## src/rtl/alu_sequencer.sv

```systemverilog
// Sequences AD/SU/MASK/MP/DV requests onto the shared one's-complement ALU.
// Optional operand parity checking is enabled by defining PARITY_CHECK_EN.
module alu_sequencer #(
  parameter int unsigned STEP_CYCLES = 2
) (
  input  logic        clk,
  input  logic        reset,
  input  logic        req_valid,
  output logic        req_ready,
  input  logic [2:0]  req_op,
  input  logic [15:0] req_a,
  input  logic [15:0] req_b,
  output logic [15:0] alu_a,
  output logic [15:0] alu_b,
  output logic [2:0]  alu_command,
  input  logic [14:0] alu_res,
  output logic        rsp_valid,
  input  logic        rsp_ready,
  output logic [14:0] rsp_hi,
  output logic [14:0] rsp_lo,
  output logic        rsp_err,
  output logic        busy
);

  typedef enum logic [1:0] {IDLE, STEP1, STEP2, DONE} state_t;

  localparam logic [3:0] CNT_LOAD = 4'(STEP_CYCLES - 1);

  state_t     state, state_nx;
  logic [3:0] cnt;
  logic [2:0] op_q;
  logic       accept, op_illegal, parity_err, req_err, two_step, cnt_done;

  assign req_ready = (state == IDLE);
  assign rsp_valid = (state == DONE);
  assign busy      = (state != IDLE);

  assign accept     = req_valid & req_ready;
  assign op_illegal = (req_op > 3'd4);
`ifdef PARITY_CHECK_EN
  assign parity_err = ~(^req_a) | ~(^req_b);
`else
  assign parity_err = 1'b0;
`endif
  assign req_err  = op_illegal | parity_err;
  assign two_step = (op_q == 3'd3) || (op_q == 3'd4);
  assign cnt_done = (cnt == '0);

  always_ff @(posedge clk or posedge reset) begin
    if (reset) state <= IDLE;
    else       state <= state_nx;
  end

  // Rejected requests still pass through STEP1 for a single cycle so the
  // error response appears one edge after accept, with no ALU step run.
  always_comb begin
    state_nx = state;
    unique case (state)
      IDLE:    if (accept) state_nx = STEP1;
      STEP1:   if (cnt_done) state_nx = (rsp_err || !two_step) ? DONE : STEP2;
      STEP2:   if (cnt_done) state_nx = DONE;
      DONE:    if (rsp_ready) state_nx = IDLE;
      default: state_nx = IDLE;
    endcase
  end

  always_ff @(posedge clk or posedge reset) begin
    if (reset) begin
      cnt         <= '0;
      op_q        <= '0;
      alu_a       <= '0;
      alu_b       <= '0;
      alu_command <= '0;
      rsp_hi      <= '0;
      rsp_lo      <= '0;
      rsp_err     <= 1'b0;
    end else begin
      unique case (state)
        IDLE: begin
          if (accept) begin
            alu_a   <= req_a;
            alu_b   <= req_b;
            op_q    <= req_op;
            rsp_hi  <= '0;
            rsp_lo  <= '0;
            rsp_err <= req_err;
            cnt     <= req_err ? '0 : CNT_LOAD;
            if (!req_err) alu_command <= (req_op == 3'd4) ? 3'd5 : req_op;
          end
        end
        STEP1: begin
          if (!cnt_done) begin
            cnt <= cnt - 4'd1;
          end else if (!rsp_err) begin
            if (two_step) begin
              rsp_hi      <= alu_res;
              cnt         <= CNT_LOAD;
              alu_command <= (op_q == 3'd3) ? 3'd4 : 3'd6;
            end else begin
              rsp_lo <= alu_res;
            end
          end
        end
        STEP2: begin
          if (!cnt_done) cnt <= cnt - 4'd1;
          else           rsp_lo <= alu_res;
        end
        default: ;
      endcase
    end
  end

endmodule

```

## config.mk

```make
export PLATFORM = sky130hd
export DESIGN_NAME = alu_sequencer
export DESIGN_NICKNAME = d
export VERILOG_FILES = /design/src/rtl/alu_sequencer.sv
export SDC_FILE = /design/constraint.sdc
export NUM_CORES = 1
export LEC_CHECK = 0
export ABC_AREA = 1
export ABC_CLOCK_PERIOD_IN_PS = 3650
export BUFFER_PORTS_ARGS = -buffer_cell sky130_fd_sc_hd__buf_2
export CAP_MARGIN = 20
export CORE_UTILIZATION = 29
export DETAILED_ROUTE_END_ITERATION = 12
export GPL_TIMING_DRIVEN = 0
export SETUP_SLACK_MARGIN = 0.4
export SLEW_MARGIN = 20
export SYNTH_ARGS = -nofsm -noshare
export SYNTH_HDL_FRONTEND = slang
export SYNTH_SLANG_ARGS = --single-unit
```

## constraint.sdc

```tcl
create_clock -name clk -period 3.65 [get_ports clk]
set_input_delay 0.1825 -clock clk [delete_from_list [all_inputs] [get_ports clk]]
set_output_delay 0.1825 -clock clk [all_outputs]
set_load 0.02 [all_outputs]
```

* After elaboration in Yosys (flattened, before gate mapping)
Cells that the tools add are included.
** Word-level totals
- Register bits after elaboration :: 75
- Input port bits :: 54
- Output and inout bits :: 69
- Logic and storage cells :: 74
** Operators by class
- Add/sub/neg operators :: 1
- $lt $le $gt $ge :: 1
- Equal/unequal tests :: 17
- Multiplexer cells :: 31
- Bitwise gates (word level) :: 1
- Reductions and logical operators :: 14
** Operators by type and width (number)
- $mux W15 :: 8
- $pmux W15 S3 :: 1
- $pmux W15 S2 :: 1
- $mux W4 :: 5
- $mux W3 :: 6
- $ne A2 B2 Y1 const B :: 7
- $pmux W4 S3 :: 1
- $reduce_and A6 Y1 :: 2
- $mux W2 :: 5
- $reduce_and A5 Y1 :: 2
- $pmux W2 S4 :: 1
- $eq A3 B3 Y1 const B :: 2
- $ne A3 B3 Y1 const B :: 2
- $pmux W3 S2 :: 1
- $eq A2 B2 Y1 const B :: 2
- $logic_not A4 Y1 :: 1
- $ne A2 B1 Y1 const B :: 2
- $reduce_and A4 Y1 :: 1
- $reduce_bool A2 Y1 :: 2
- $sub A4 B1 Y4 const B :: 1
- $eq A3 B2 Y1 const B :: 1
- $gt A3 B3 Y1 const B :: 1
- $reduce_bool A3 Y1 :: 1
- $eq A2 B1 Y1 const B :: 1
- other kinds (6) :: 8

* Longest topological paths before layout
- Depth in word-level cells :: 7
- Gate-level depth with buffers :: 11
- Depth with buffers taken out :: 10

* Worst setup path after synthesis
Ideal clock, no wire load.
- Kind :: flip-flop to flip-flop
- From :: reg state[0]
- To :: reg rsp_lo[0]
- Library setup time :: 0.118 ns
- Arrival time :: 1.647 ns
- Data required time :: 3.532 ns
- Slack :: 1.885 ns
- Cell stages (with the launch flop) :: 11
- Buffers on the path :: 1
- Period minus slack after synthesis :: 1.765 ns
- Path through :: dfrtp_1 inv_1 ha_1 inv_1 nand3_2 nand2_2 nor2_1 nand3_1 buf_2 nand2_1 o21ai_2
** Between the ends
- Longest elaborated chain between the ends :: 4
- Elaborated cells between the ends (all ways) :: 12
- Classes of those cells :: 7 x eq/ne; 1 x mux; 1 x bitwise; 3 x reduce/logical
** Ends and longest elaborated chain
- start: declaration :: line 29 : state_t state, state_nx;
- start signal: assignment :: line 51 : else state <= state_nx;
- $logic_not A2 Y1 (*) :: line 34 : assign req_ready = (state == IDLE);
- net req_ready :: line 9 : output logic req_ready,
- $and A1 B1 Y1 :: line 38 : assign accept = req_valid & req_ready;
- $ne A2 B1 Y1 (no source line)
- $reduce_and A6 Y1 (no source line)
- end signal: assignment :: line 100 : rsp_lo <= alu_res;
- end signal: assignment :: line 106 : else rsp_lo <= alu_res;
- end: declaration :: line 20 : output logic [14:0] rsp_lo,
The timed path passes the listed nets; every way through them passes the cells marked *.
A chain may end at the register's enable or synchronous reset.

* Worst setup path in the final report
- From :: reg state[1]
- To :: reg rsp_hi[3]
** Between the ends
- Longest elaborated chain between the ends :: 4
- Elaborated cells between the ends (all ways) :: 10
- Classes of those cells :: 5 x eq/ne; 1 x mux; 1 x bitwise; 3 x reduce/logical
** Ends and longest elaborated chain
- $logic_not A2 Y1 :: line 34, 78
- $and A1 B1 Y1 :: line 38
- $ne A2 B1 Y1 (no source line)
- $reduce_and A5 Y1 (no source line)
- end signal: assignment :: line 96 : rsp_hi <= alu_res;
- end: declaration :: line 19 : output logic [14:0] rsp_hi,
Several ways; a longest one is shown, not always the timed one.

==> results.toml <==
[run_status]
status = "finished with violations"
violations = "design-rule violations"

[sta]
clock_skew_ns = 0.00814
post-route-min-period_ns = 1.82
fmax_mhz = 549
rsz0062_at_grt = "no"
finalSetupViolations = 0
slew_violations = 0
setup_tns_ns = 0
worst_pin_slew_ns = 0.479
period_share = 0.499
maxSlewHeadroom = 0.680
finalHoldViolations = 0

[critical_path]
crit_required_ns = 3.87
r2r-start = "state[1]"
end_kind = "register"
path_max_fanout = 10
rr_worst_depth = 8
worstReg2RegEnd = "rsp_hi[3]"
r2r_setup_slack_ns = 1.83
worstPathArrival_ns = 2.04
path_class = "register to register"
setup.worst_path.start_class = "register"

[cts]
clock_path_buffers = 2
cts_buffers = 9
htree_levels = 3
insertion_delay_ns = 0.34
clk_pin_slew_ns = 0.06
clock_sinks = 75
clockRootBuffer = "clkbuf_16"
cts_tree = "done"

[global_route]
grt_pass1_wl_mm = 13.9
grt_usage = 0.146
grt_max_degree = 48
antenna_found_initial = 0
grt_pass1_vias = 2842
grt-ovfl-total = 0

[floorplanning]
die_h_um = 112
rows = 39
start_util = 0.301
boundaryPins = 123
die-area_um2 = 12400
die_w_um = 112
core_area_um2 = 11600

[power_and_ir_drop]
switchingPower_mw = 2.15
power_mw = 4.85
p_per_area_nw_per_um2 = 1050
leakage_nw = 2.57
switching_share = 0.444
power.share.sequential = 0.295
ir_worst_vdd_v = 0.000349
pwr-share-clk = 0.181
p_int_mw = 2.69
combPwrFrac = 0.524

[synthesis]
syn_avg_cell_area_um2 = 9.58
synth_cell_types = 23
async_flop_share = 1.00
synth-seq-cells = 75
synth_top_area_share = 0.540
seq_area_frac_synth = 0.540
synth_edf_count = 0
synthTopCellsByCount = "125 x nand2_1, 75 x dfrtp_1, 36 x inv_1"
ys_top_cells_by_area = "dfrtp_1 54%, nand2_1 13%, mux2_2 10%"
syn_area_um2 = 3480
synth_top_area_cell = "dfrtp_1"
syn_nets = 423
ys.warnings.count = 0
synth.most_common_cell = "nand2_1"
synthFlopType = "dfrtp_1"
syn_inst = 363

[detailed_routing]
wl_per_cell_um = 13.1
detail-route-antenna-nets = 0
wl_mm = 8.47
via_per_inst = 4.54
route.detailed.drc = 10
dr_wl_met3_um = 539
drtIter0Drc = 233
top_layer = "met4"
wl_met2_mm = 3.86
firstDrtPassIters = 8
vias = 2931
wl_met1_mm = 3.90

[worst_hold_path]
hp-start = "req_a[11]"
whs_path_depth = 2
hp-class = "input port to register"
whs_endpoint = "alu_a[11]"

[cells_and_area]
final_nets = 558
fin_cells = 646
area_growth_pct = 32.3
antennaDiodeCount = 0
num-fill-cells = 1190
fin_area_um2 = 4600
final_layout_size_suffix_gt1_frac = 0.400

[place]
gp_congestion = 0.837
place_inst = 629
hpwl_mm = 6.33
port_buffers = 122
dpl_cell_area_um2 = 4300

[job]
drv_cap = 0
## worst max path at each step
stage,endpoint,slack [ns],start,cells after the start
3_3_place_gp,alu_a[3],0.60,reset,2
6_report,rsp_hi[3],1.83,state[1],8
2_1_floorplan,alu_a[0],1.56,reset,1
3_5_place_dp,rsp_hi[6],1.83,state[0],8
5_1_grt,rsp_hi[3],1.59,state[1],8
4_1_cts,rsp_hi[6],1.80,state[1],8
## cells in the final DEF (no fill, tap or decap)
master,instances
clkinv_2,3
buf_16,1
nor2_1,6
buf_6,4
buf_12,1
dfrtp_1,75
mux2_2,32
clkbuf_1,2
nand2_2,2
nand3_1,11
o21ai_2,6
nand3_2,2
a21boi_4,1
inv_1,35
buf_2,131
clkbuf_8,1
xnor2_1,1
nor2_2,1
nand2_1,125
bufinv_16,1
o21ai_1,9
dlygate4sd3_1,1
o21ai_0,11
ha_1,6
buf_4,3
inv_4,2
clkbuf_16,9
nand4_1,18
a21oi_1,2
clkinvlp_4,1
## kinds of logic (layout without fill, tap and decap cells)
logic type                 after synthesis  count (layout)  share of synthesized area
AOI/OAI and AO/OA                       29              29                     0.0522
xor gates and xnor gates                 1               1                    0.00252
adders and majority gates                6               6                     0.0216
buffers and inverters                   55             195                     0.0799
DFF                                     75              75                      0.540
muxes                                   32              32                      0.104
and+or+nand+nor                        165             165                      0.201
## layer usage
layer	vias up	GRT usage
met1	1375	0.191
met4	0	0.0739
met2	101	0.220
met5	-	0
li1	1441	-
met3	14	0.0408
## critical path: stages (launching register included)
cell     delay (ns)
dfrtp_1        0.40
inv_1          0.11
ha_1           0.26
inv_1          0.16
nand2_1        0.26
nand3_2        0.21
buf_6          0.19
nand2_1        0.05
nand2_1        0.05
## registers in the layout, summed over array words and instances (netlist names)
| register | flops |
|---|---|
| alu_a | 16 |
| alu_b | 16 |
| rsp_hi | 15 |
| rsp_lo | 15 |
| cnt | 4 |
| alu_command | 3 |
| op_q | 3 |
| state | 2 |
| rsp_err | 1 |
## metrics by stage
stage / util / setup WS, ns / hold slack [ns]
after floorplan: - / 1.56 / 0.331
after global placement: 0.369 / 0.600 / 0.415
after detailed placement: 0.372 / 1.83 / 0.210
after CTS: 0.398 / 1.80 / 0.0631
after global routing: 0.398 / 1.59 / 0.0635
final: 0.398 / 1.83 / 0.0764
## area by class of cell
class,count,area (um^2),share of cell area
flip-flops and latches,75,1880,0.408
multi-input cells,233,1320,0.288
repair buffers,124,648,0.141
clock buffers,11,243,0.0527
well taps,143,179,0.0389
inverters,37,144,0.0313
plain buffers,18,136,0.0296
clock inverters,5,52.6,0.0114
## power by group through the flow
| stage | Combinational [mW] | Sequential, mW | Clock (mW) |
|---|---|---|---|
| detailed placement | 2.56 | 1.44 | 0 |
| global placement | 2.51 | 1.42 | 0 |
| CTS | 2.57 | 1.43 | 0.911 |
| floorplan | 1.39 | 1.84 | 0 |
| finish | 2.54 | 1.43 | 0.878 |
| global route | 2.81 | 1.48 | 0.949 |
## what timing repair did
action	4_1_cts	5_1_grt
buffers inserted	0	0
gates resized for setup	0	0
hold buffers	1	0
hold endpoints to repair	28	0
(Power assumes the default switching activity.)
